[src/rtl/mod47_stream_reducer.sv]
// Horner-rule mod-47 reducer for an MSB-first stream of 6-bit digits.
// Each accepted digit applies r <- (17*r + d) mod 47 and the residue is handed off with a valid/ready handshake.
module mod47_stream_reducer #(
  parameter int unsigned MAXDIG = 8,
  localparam int unsigned W = $clog2(MAXDIG + 1)
) (
  input  logic         clk,
  input  logic         rst_n,
  input  logic         clr,
  input  logic         in_valid,
  output logic         in_ready,
  input  logic [5:0]   in_digit,
  input  logic         in_last,
  output logic         out_valid,
  input  logic         out_ready,
  output logic [5:0]   out_residue,
  output logic         out_ovf,
  output logic [W-1:0] digit_cnt
);

  typedef enum logic {ACC, DONE} state_t;

  state_t       state, state_n;
  logic [5:0]   acc, acc_n;
  logic [W-1:0] cnt, cnt_n;
  logic         ovf, ovf_n;

  logic [9:0]   x0;
  logic [8:0]   x1;
  logic [7:0]   x2;
  logic [5:0]   red;

  // Fold the 10-bit Horner term twice using 64 == 17 (mod 47); the result is
  // then at most 131, so two conditional subtractions finish the reduction.
  always_comb begin
    x0 = ({4'b0, acc} * 10'd17) + {4'b0, in_digit};
    x1 = ({5'b0, x0[9:6]} * 9'd17) + {3'b0, x0[5:0]};
    x2 = ({5'b0, x1[8:6]} * 8'd17) + {2'b0, x1[5:0]};
    if (x2 >= 8'd94)
      red = 6'(x2 - 8'd94);
    else if (x2 >= 8'd47)
      red = 6'(x2 - 8'd47);
    else
      red = x2[5:0];
  end

  always_comb begin
    state_n = state;
    acc_n   = acc;
    cnt_n   = cnt;
    ovf_n   = ovf;
    if (clr) begin
      state_n = ACC;
      acc_n   = '0;
      cnt_n   = '0;
      ovf_n   = 1'b0;
    end else begin
      case (state)
        ACC: begin
          if (in_valid) begin
            acc_n = red;
            cnt_n = cnt + W'(1);
            if (in_last || (cnt_n == W'(MAXDIG))) begin
              state_n = DONE;
              ovf_n   = ~in_last;
            end
          end
        end
        DONE: begin
          if (out_ready) begin
            state_n = ACC;
            acc_n   = '0;
            cnt_n   = '0;
            ovf_n   = 1'b0;
          end
        end
        default: state_n = ACC;
      endcase
    end
  end

  always_ff @(posedge clk or negedge rst_n) begin
    if (!rst_n) begin
      state <= ACC;
      acc   <= '0;
      cnt   <= '0;
      ovf   <= 1'b0;
    end else begin
      state <= state_n;
      acc   <= acc_n;
      cnt   <= cnt_n;
      ovf   <= ovf_n;
    end
  end

  assign in_ready    = (state == ACC);
  assign out_valid   = (state == DONE);
  assign out_residue = acc;
  assign out_ovf     = ovf;
  assign digit_cnt   = cnt;

endmodule

[config.mk]
export PLATFORM = sky130hd
export DESIGN_NAME = mod47_stream_reducer
export DESIGN_NICKNAME = d
export VERILOG_FILES = /design/src/rtl/mod47_stream_reducer.sv
export SDC_FILE = /design/constraint.sdc
export NUM_CORES = 1
export LEC_CHECK = 0
export ABC_AREA = 1
export CORE_ASPECT_RATIO = 1.1
export CORE_MARGIN = 2
export CORE_UTILIZATION = 30
export CTS_CLUSTER_DIAMETER = 150
export DETAILED_ROUTE_END_ITERATION = 6
export GPL_ROUTABILITY_DRIVEN = 0
export GPL_TIMING_DRIVEN = 1
export PLACE_DENSITY = 0.48
export SYNTH_ARGS = -nofsm -noshare
export SYNTH_HDL_FRONTEND = slang
export SYNTH_SLANG_ARGS = --single-unit
[constraint.sdc]
create_clock -name clk -period 5.75 [get_ports clk]
set_clock_uncertainty 0.1 [all_clocks]
set_input_delay 1.15 -clock clk [delete_from_list [all_inputs] [get_ports clk]]
set_output_delay 1.15 -clock clk [all_outputs]
set_load 0.005 [all_outputs]
## Yosys cells after proc, flatten, opt, wreduce, memory -nomap -nowiden

Cells that the tools add are included.

- Flip-flop bits (word level): 12
- Bits of input ports: 12
- Word-level logic and storage cells: 44

- $mul: 3
- Reduce and logical (&&, ||, !) cells: 3
- Magnitude comparators: 2
- Muxes and demuxes: 20
- Bitwise logic cells: 2
- Equality and inequality tests: 4
- Add/sub/neg operators: 6

Operators by type and width:

| kind | number |
|---|---|
| two-way mux 6 bit | 5 |
| two-way mux 4 bit | 3 |
| one-hot mux 6 bit (2 select lines) | 1 |
| adder 10 x 6 -> 10 bit | 1 |
| multiplier 6 x 5 -> 10 bit (second input constant) | 1 |
| adder 9 x 6 -> 9 bit | 1 |
| multiplier 4 x 5 -> 9 bit (second input constant) | 1 |
| adder 8 x 6 -> 8 bit | 1 |
| greater-or-equal comparator 8 x 6 -> 1 bit (second input constant) | 1 |
| greater-or-equal comparator 8 x 7 -> 1 bit (second input constant) | 1 |
| multiplier 3 x 5 -> 8 bit (second input constant) | 1 |
| two-way mux 1 bit | 8 |
| one-hot mux 4 bit (2 select lines) | 1 |
| inequality test 3 bit (second input constant) | 2 |
| subtractor 6 x 5 -> 6 bit (second input constant) | 1 |
| subtractor 6 bit (second input constant) | 1 |
| adder 4 x 1 -> 4 bit (second input constant) | 1 |
| equality test 4 bit (second input constant) | 1 |
| one-hot mux 1 bit (2 select lines) | 2 |
| inequality test 3 x 2 -> 1 bit (second input constant) | 1 |
| AND reduction 3 bit | 1 |
| inverter 1 bit | 2 |
| AND reduction 2 bit | 1 |
| logical OR 1 bit | 1 |

## Depth between registers and ports, before layout

Gate-level depths: netlist of the first run.

- Word-level depth: 12
- Gate-level depth with buffers: 35
- Mapped depth without buffers: 35

## Worst setup path before layout of the first run

OpenSTA, ideal clock, no wires.

- Path kind: input-to-reg
- Start: in in_digit[5]
- End: reg acc[5] (netlist: out_residue[5])
- Buffers on the path: 0
- Cell stages on the path: 33
- Data arrival time: 6.529 ns
- Slack: -0.995 ns
- Data required time: 5.534 ns
- Setup time: 0.116 ns
- Cells stage by stage: ha_1 -> ha_1 -> fa_1 -> ha_1 -> a21oi_1 -> nand2_1 -> nand2_1 -> nand2_1 -> a21oi_1 -> xnor2_1 -> ha_1 -> fa_1 -> nand3_1 -> nand3_1 -> a21oi_1 -> nor2_1 -> nor2_1 -> xor2_1 -> ha_1 -> ha_1 -> fa_1 -> ha_1 -> inv_1 -> nor2_2 -> nand2_1 -> nand2_1 -> nand2_1 -> nand2_1 -> nand2_1 -> nand2_1 -> nand2_1 -> nand2_1 -> nand2_1

- Longest elaborated chain between the ends: 11
- Elaborated cells on any way between the ends: 14
- Those cells by class: 5 x add/sub; 2 x mul; 2 x order compare; 5 x mux

RTL lines:

| item | RTL line | RTL |
|---|---|---|
| from (decl) | 12 | `input logic [5:0] in_digit,` |
| adder 10 x 6 -> 10 bit * | 36 | `x0 = ({4'b0, acc} * 10'd17) + {4'b0, in_digit};` |
| multiplier 4 x 5 -> 9 bit | 37 | `x1 = ({5'b0, x0[9:6]} * 9'd17) + {3'b0, x0[5:0]};` |
| adder 9 x 6 -> 9 bit * | 37 |  |
| multiplier 3 x 5 -> 8 bit | 38 | `x2 = ({5'b0, x1[8:6]} * 8'd17) + {2'b0, x1[5:0]};` |
| adder 8 x 6 -> 8 bit * | 38 |  |
| greater-or-equal comparator 8 x 6 -> 1 bit / subtractor 6 bit (equally long branches) | 41, 42 |  |
| two-way mux 6 bit | 41 | `else if (x2 >= 8'd47)` |
| two-way mux 6 bit * | 39 | `if (x2 >= 8'd94)` |
| two-way mux 6 bit * | 60 | `if (in_valid) begin` |
| one-hot mux 6 bit (2 select lines) * | 58 | `case (state)` |
| two-way mux 6 bit * | 52 | `if (clr) begin` |
| to (signal assigned) | 90 | `acc <= acc_n;` |
| to (decl) | 24 | `logic [5:0] acc, acc_n;` |

Every way passes the cells marked *; elsewhere a longest branch is shown, timed or not. The select of a mux whose other input is x is not followed.
A chain may end at the register's enable or synchronous reset.

## Final worst setup path of the first run

Same ends and word-level chain as after synthesis.

==> impl_metrics.toml, run 1 <==
[floorplanning]
placement_rows = 31
core_area_um2 = 6520
die_area_um2 = 7300
number_of_primary_i_o_pins = 25
fp.dieW_um = 81.6
initial_utilization_pct = 30.5
die_h_um = 89.4

[setup_path]
worstPathRequired_ps = 5790
critPathMaxStageDelay_ps = 610
crit_path_frequent_cell = "sky130_fd_sc_hd__nand2_1"
arrival_ps = 6280
criticalPathCategory = "in -> reg"
worstPathMaxFanout = 4
slowest_stage = "sky130_fd_sc_hd__fa_2"
end_kind = "flip-flop"
setup.worst_path.start_class = "input port"

[clock_network]
clock_tree.buffer_depth = 2
tritoncts = "built"
cts-root-buf = "sky130_fd_sc_hd__clkbuf_8"
cts.reportedPaths.clkPinSlew_ps = 60
cts_sink_count = 12
clk_latency_ps = 250
number_of_buffers_created_by_cts = 3
cts_max_level = 1

[synthesis]
synth_flop_cell = "sky130_fd_sc_hd__dfrtp_1"
yosys-top-cells-count = "sky130_fd_sc_hd__nand2_1 (83), sky130_fd_sc_hd__ha_1 (44), sky130_fd_sc_hd__inv_1 (34), sky130_fd_sc_hd__nand3_1 (21), sky130_fd_sc_hd__nor2_1 (15)"
synthesis.instances = 279
syn-cell-area_um2 = 1990
synth.avg_cell_area_um2 = 7.13
most_frequent_cell_after_synthesis = "sky130_fd_sc_hd__nand2_1"
yosysTopAreaCellShare_pct = 27.7
synth_seq_area_share_pct = 15.1
synth_cell_type_count = 25
yosys_register_bits = 12
synth_largest_area_cell = "sky130_fd_sc_hd__ha_1"
synthesis.yosys.warnings = 0
synth_top_cells_by_area = "sky130_fd_sc_hd__ha_1 (28%), sky130_fd_sc_hd__nand2_1 (16%), sky130_fd_sc_hd__dfrtp_1 (15%)"
mappedNetlistNets = 340
fraction_of_registers_with_async_set_reset_pct = 100
synth_edf_count = 0

[grt]
globalRouteOverflowTotal = 0
antenna_found_initial = 0
grt_pass1_vias = 2053
grt_first_pass_wirelength_um = 8980
grt_start_max_net_pins = 13
grt_usage_pct = 15.5

[outcome]
status = "finished, violations left"
failed_checks = "negative setup slack"

[detailed_routing]
dr.pass1.iters = 4
remaining_drc_errors = 0
detail_route.vias_per_cell = 4.50
drt-wirelength-per-cell_um = 11.9
ant_nets = 0
totalWireLength_um = 5340
detail_route.iter0.violations = 43
route.vias.total = 2025

[placed_design]
preCtsSetupSlack_ps = -1220
io_buffers = 24
place.detailed.instances = 434
dp_hpwl_um = 4280

[run]
maxCapViolCount = 0

[min_path]
hold_path.class = "reg -> reg"

[final_layout]
seqCellArea_um2 = 300
final_standard_cell_utilization_of_the_core_pct = 49.9
area.growth.synth_to_final_pct = 63.3
antenna_cells_inserted = 0
multiInputGateArea_um2 = 1950
layoutNonFillerInstCount = 450
drive_above_1_share_pct = 38.6
final_net_count = 430
fillerInstances = 653

[timing]
setup-violations-final = 6
final_hold_viol_count = 0
fmax_mhz = 160
rsz0062_at_grt = "true"
final-max-slew-violation-count = 0
post-route-period-util_pct = 108
post_route_minimum_period_ps = 6240
worst-slew-pin-transition_ps = 528
layout_setup_ws_ps = -488
max_slew_margin_pct = 64.7
layout by cell type, fill, tap and decap left out, types with 2 or more instances in the layout:
cell type and count:
sky130_fd_sc_hd__nand2_1 75, sky130_fd_sc_hd__buf_4 62, sky130_fd_sc_hd__inv_1 32, sky130_fd_sc_hd__ha_4 23, sky130_fd_sc_hd__ha_1 20, sky130_fd_sc_hd__clkdlybuf4s50_1 19
sky130_fd_sc_hd__nand3_1 17, sky130_fd_sc_hd__nand2_2 17, sky130_fd_sc_hd__nor2_1 14, sky130_fd_sc_hd__dfrtp_1 12, sky130_fd_sc_hd__a21oi_1 8, sky130_fd_sc_hd__nand3_2 8
sky130_fd_sc_hd__xor2_1 6, sky130_fd_sc_hd__xnor2_1 5, sky130_fd_sc_hd__a21oi_2 5, sky130_fd_sc_hd__inv_2 5, sky130_fd_sc_hd__o21ai_0 5, sky130_fd_sc_hd__clkbuf_8 4
sky130_fd_sc_hd__nand4_1 3, sky130_fd_sc_hd__fa_2 3, sky130_fd_sc_hd__xnor2_2 2, sky130_fd_sc_hd__a21oi_4 2, sky130_fd_sc_hd__o21ai_2 2, sky130_fd_sc_hd__nor2_2 2
sky130_fd_sc_hd__nor2_4 2, sky130_fd_sc_hd__nand2_4 2, sky130_fd_sc_hd__fa_1 2, sky130_fd_sc_hd__dlygate4sd2_1 2
area by class of cell:
| cell class | count | area share (%) |
|---|---|---|
| inverter | 38 | 4.39 |
| multi-input combinational | 228 | 59.9 |
| clock buffer | 4 | 1.69 |
| tap | 82 | 3.16 |
| sequential | 12 | 9.24 |
| timing repair buffer | 86 | 21.6 |
registers in the layout, summed over array words and instances (netlist names):
register     cells
digit_cnt        4
out_ovf          1
out_residue      6
out_valid        1
metal layers:
metal	vias to the layer above	track usage, %	routed length [µm]
li1	1089	-	-
met1	909	18.8	2330
met2	22	29.9	2880
met3	5	0.909	91
met4	0	3.18	40
met5	-	0	0
metrics by stage:
stage / cell area, µm² / setup TNS (ps) / hold slack, ps
after floorplan: 2130 / -2730 / 386
after global placement: 2840 / -6580 / 401
after detailed placement: 2840 / -6750 / 447
after CTS: 3030 / -2850 / 462
after global routing: 3250 / -4370 / 498
final: 3250 / -2660 / 458
worst max-delay path, delay by kind of cell:
kind	cells	cell delay [ps]
adders and majority gates	11	3290
and+or+nand+nor	14	920
xor gates and xnor gates	2	340
AOI/OAI and AO/OA	3	320
buffers and inverters	3	230
path summary, 6_finish.rpt:
path / from / to / slack [ps] / cells past startpoint
max: in_digit[5] / out_residue[5]$_DFFE_PN0P_ / -490 / 33
min: digit_cnt[1]$_DFFE_PN0P_ / digit_cnt[1]$_DFFE_PN0P_ / 460 / 1
max reg2reg: out_residue[5]$_DFFE_PN0P_ / out_residue[5]$_DFFE_PN0P_ / 70 / 32
min reg2reg: digit_cnt[1]$_DFFE_PN0P_ / digit_cnt[1]$_DFFE_PN0P_ / 460 / 1
max in group asynchronous: rst_n / out_residue[4]$_DFFE_PN0P_ / 4040 / 1
min in group asynchronous: rst_n / digit_cnt[3]$_DFFE_PN0P_ / 1150 / 1
timing repair:
item                                    4_1_cts  5_1_grt
gates resized for setup                      22       29
buffers inserted                              8        4
pin swaps                                    36       29
endpoints found under the setup margin        6        6
hold buffers                                  0        0
cells by family after synthesis:
| group | Yosys count | synth area share, % |
|---|---|---|
| simple gates | 141 | 32.3 |
| fa+ha+maj | 49 | 32.7 |
| buf+inv | 39 | 7.42 |
| compound gates | 25 | 6.79 |
| xor+xnor | 13 | 5.72 |
| flops | 12 | 15.1 |
Power of run 1 is not shown: default switching activity piles up to over one toggle a cycle in this logic, so the estimate is an artifact.
==> run 2, diff against run 1 <==
--- a/config.mk
+++ b/config.mk
@@ -8,12 +8,13 @@
 export ABC_AREA = 1
 export CORE_ASPECT_RATIO = 1.1
 export CORE_MARGIN = 2
-export CORE_UTILIZATION = 30
+export CORE_UTILIZATION = 45
 export CTS_CLUSTER_DIAMETER = 150
 export DETAILED_ROUTE_END_ITERATION = 6
 export GPL_ROUTABILITY_DRIVEN = 0
 export GPL_TIMING_DRIVEN = 1
-export PLACE_DENSITY = 0.48
+export PLACE_DENSITY = 0.68
+export SKIP_LAST_GASP = 1
 export SYNTH_ARGS = -nofsm -noshare
 export SYNTH_HDL_FRONTEND = slang
 export SYNTH_SLANG_ARGS = --single-unit
==> run 2 against run 1 <==
Against the previous run:
- the flow still finishes with violations (negative setup slack)
- final cell count shrank 7.8%
- register-to-register slack lost 130 ps
- non-clock buffer count shrank 7
- maximum frequency shrank 2.2%
==> impl_metrics.toml, run 2 (synthesis results as in run 1) <==
[placed_design]
place.detailed.instances = 404
dp_hpwl_um = 4130
io_buffers = 24

[clock_network]
cts-root-buf = "sky130_fd_sc_hd__clkbuf_8"
tritoncts = "built"
cts_max_level = 1
cts.reportedPaths.clkPinSlew_ps = 50
cts_sink_count = 12
clk_latency_ps = 240
clock_tree.buffer_depth = 2
number_of_buffers_created_by_cts = 3

[grt]
grt_first_pass_wirelength_um = 8760
globalRouteOverflowTotal = 0
grt_usage_pct = 22.9
grt_start_max_net_pins = 13
grt_pass1_vias = 2052
antenna_found_initial = 0

[detailed_routing]
totalWireLength_um = 5360
remaining_drc_errors = 0
detail_route.vias_per_cell = 4.97
drt-wirelength-per-cell_um = 12.9
dr.pass1.iters = 4
ant_nets = 0
detail_route.iter0.violations = 122
route.vias.total = 2062

[timing]
setup-violations-final = 6
final-max-slew-violation-count = 0
layout_setup_ws_ps = -627
rsz0062_at_grt = "true"
final_hold_viol_count = 0
post-route-period-util_pct = 111
fmax_mhz = 157
worst-slew-pin-transition_ps = 513
max_slew_margin_pct = 65.7
post_route_minimum_period_ps = 6380

[setup_path]
timing.critical_path.max_delay_family = "adder cells"
setup.worst_path.start_class = "input port"
end_kind = "flip-flop"
critical_path.reg2reg.startpoint = "out_residue[5]$_DFFE_PN0P_"
worstPathMaxFanout = 4
r2r_end = "out_residue[5]$_DFFE_PN0P_"
arrival_ps = 6410
crit_path_frequent_cell = "sky130_fd_sc_hd__nand2_1"
worst_r2r_path_depth = 32
criticalPathCategory = "in -> reg"
slowest_stage = "sky130_fd_sc_hd__fa_2"
worstPathRequired_ps = 5780
cp.buffers_inverters = 3
timing.reg2reg.setup_slack_ps = -60
setup.worst_path.start = "in_digit[5]"
critPathMaxStageDelay_ps = 590

[final_layout]
most_common_cell_after_layout_fill_and_taps_aside = "sky130_fd_sc_hd__nand2_1"
fillerInstances = 317
area.growth.synth_to_final_pct = 55.8
antenna_cells_inserted = 0
flip_flop_count_of_the_largest_register_after_layout = 6
layout.cells.most_common_list = "sky130_fd_sc_hd__nand2_1 (76), sky130_fd_sc_hd__buf_4 (54), sky130_fd_sc_hd__inv_1 (32)"
drive_above_1_share_pct = 34.9
layoutNonFillerInstCount = 415
final_net_count = 424

[floorplanning]
core_area_um2 = 4290
die_h_um = 73.7
placement_rows = 25
number_of_primary_i_o_pins = 25
fp.dieW_um = 67.4
die_area_um2 = 4970
initial_utilization_pct = 46.4

[outcome]
status = "finished, violations left"
failed_checks = "negative setup slack"

[min_path]
hold_path.class = "reg -> reg"
worst_hold_path.num_cells = 2
min-delay-start = "out_ovf$_DFFE_PN0P_"
hold_end = "out_ovf$_DFFE_PN0P_"

[run]
maxCapViolCount = 0
run 2: cell type report:
cell class              count  area (µm²)  share of cell area [%]
clock buffers               3        41.3                    1.33
inverters                  38         143                    4.60
multi-input cells         229        1900                    61.1
flip-flops and latches     12         300                    9.69
well taps                  54        67.6                    2.18
repair buffers             79         653                    21.1
run 2: per-layer routing:
| metal | up-vias | part of all wire (%) | global-route usage [%] |
|---|---|---|---|
| met5 | - | 0 | 0 |
| met4 | 0 | 1.4 | 6.12 |
| met3 | 8 | 2.7 | 1.68 |
| met2 | 46 | 53 | 44.2 |
| met1 | 936 | 43 | 26.6 |
| li1 | 1072 | - | - |
run 2: worst register-to-register path: cells and delay by family, from the launching register on:
| kind | cells | cell delay (ps) |
|---|---|---|
| AO/OA/AOI/OAI | 3 | 390 |
| XOR/XNOR | 2 | 370 |
| adder cells (fa/ha/maj) | 11 | 3340 |
| buffers and inverters | 2 | 140 |
| flip-flops | 1 | 400 |
| AND/OR/NAND/NOR | 14 | 930 |
run 2: metrics by stage:
stage	cell area [µm²]	utilization, %	hold slack, ps	TNS (ps)	setup WS [ps]
floorplan	2130	-	386	-2730	-502
global placement	2790	65.1	384	-6290	-1150
detailed placement	2790	65.1	400	-6810	-1210
CTS	2980	69.5	414	-2930	-555
global route	3100	72.4	469	-5330	-927
finish	3100	72.4	405	-3580	-627
run 2: worst max path at each step:
stage	endpoint	slack [ps]	depth (start not counted)
2_1_floorplan	out_residue[5]$_DFFE_PN0P_	-500	32
3_3_place_gp	out_residue[5]$_DFFE_PN0P_	-1150	33
3_5_place_dp	out_residue[5]$_DFFE_PN0P_	-1210	33
4_1_cts	out_residue[5]$_DFFE_PN0P_	-550	34
5_1_grt	out_residue[5]$_DFFE_PN0P_	-930	33
6_report	out_residue[5]$_DFFE_PN0P_	-630	33
run 2: timing repair:
action / CTS / global route
gates resized for setup: 26 / 21
hold buffers: 0 / 0
pin swaps: 35 / 25
setup endpoints to repair: 6 / 6
buffers inserted: 7 / 1
cloned: 0 / 1
Power of run 2 is left out for the same reason.
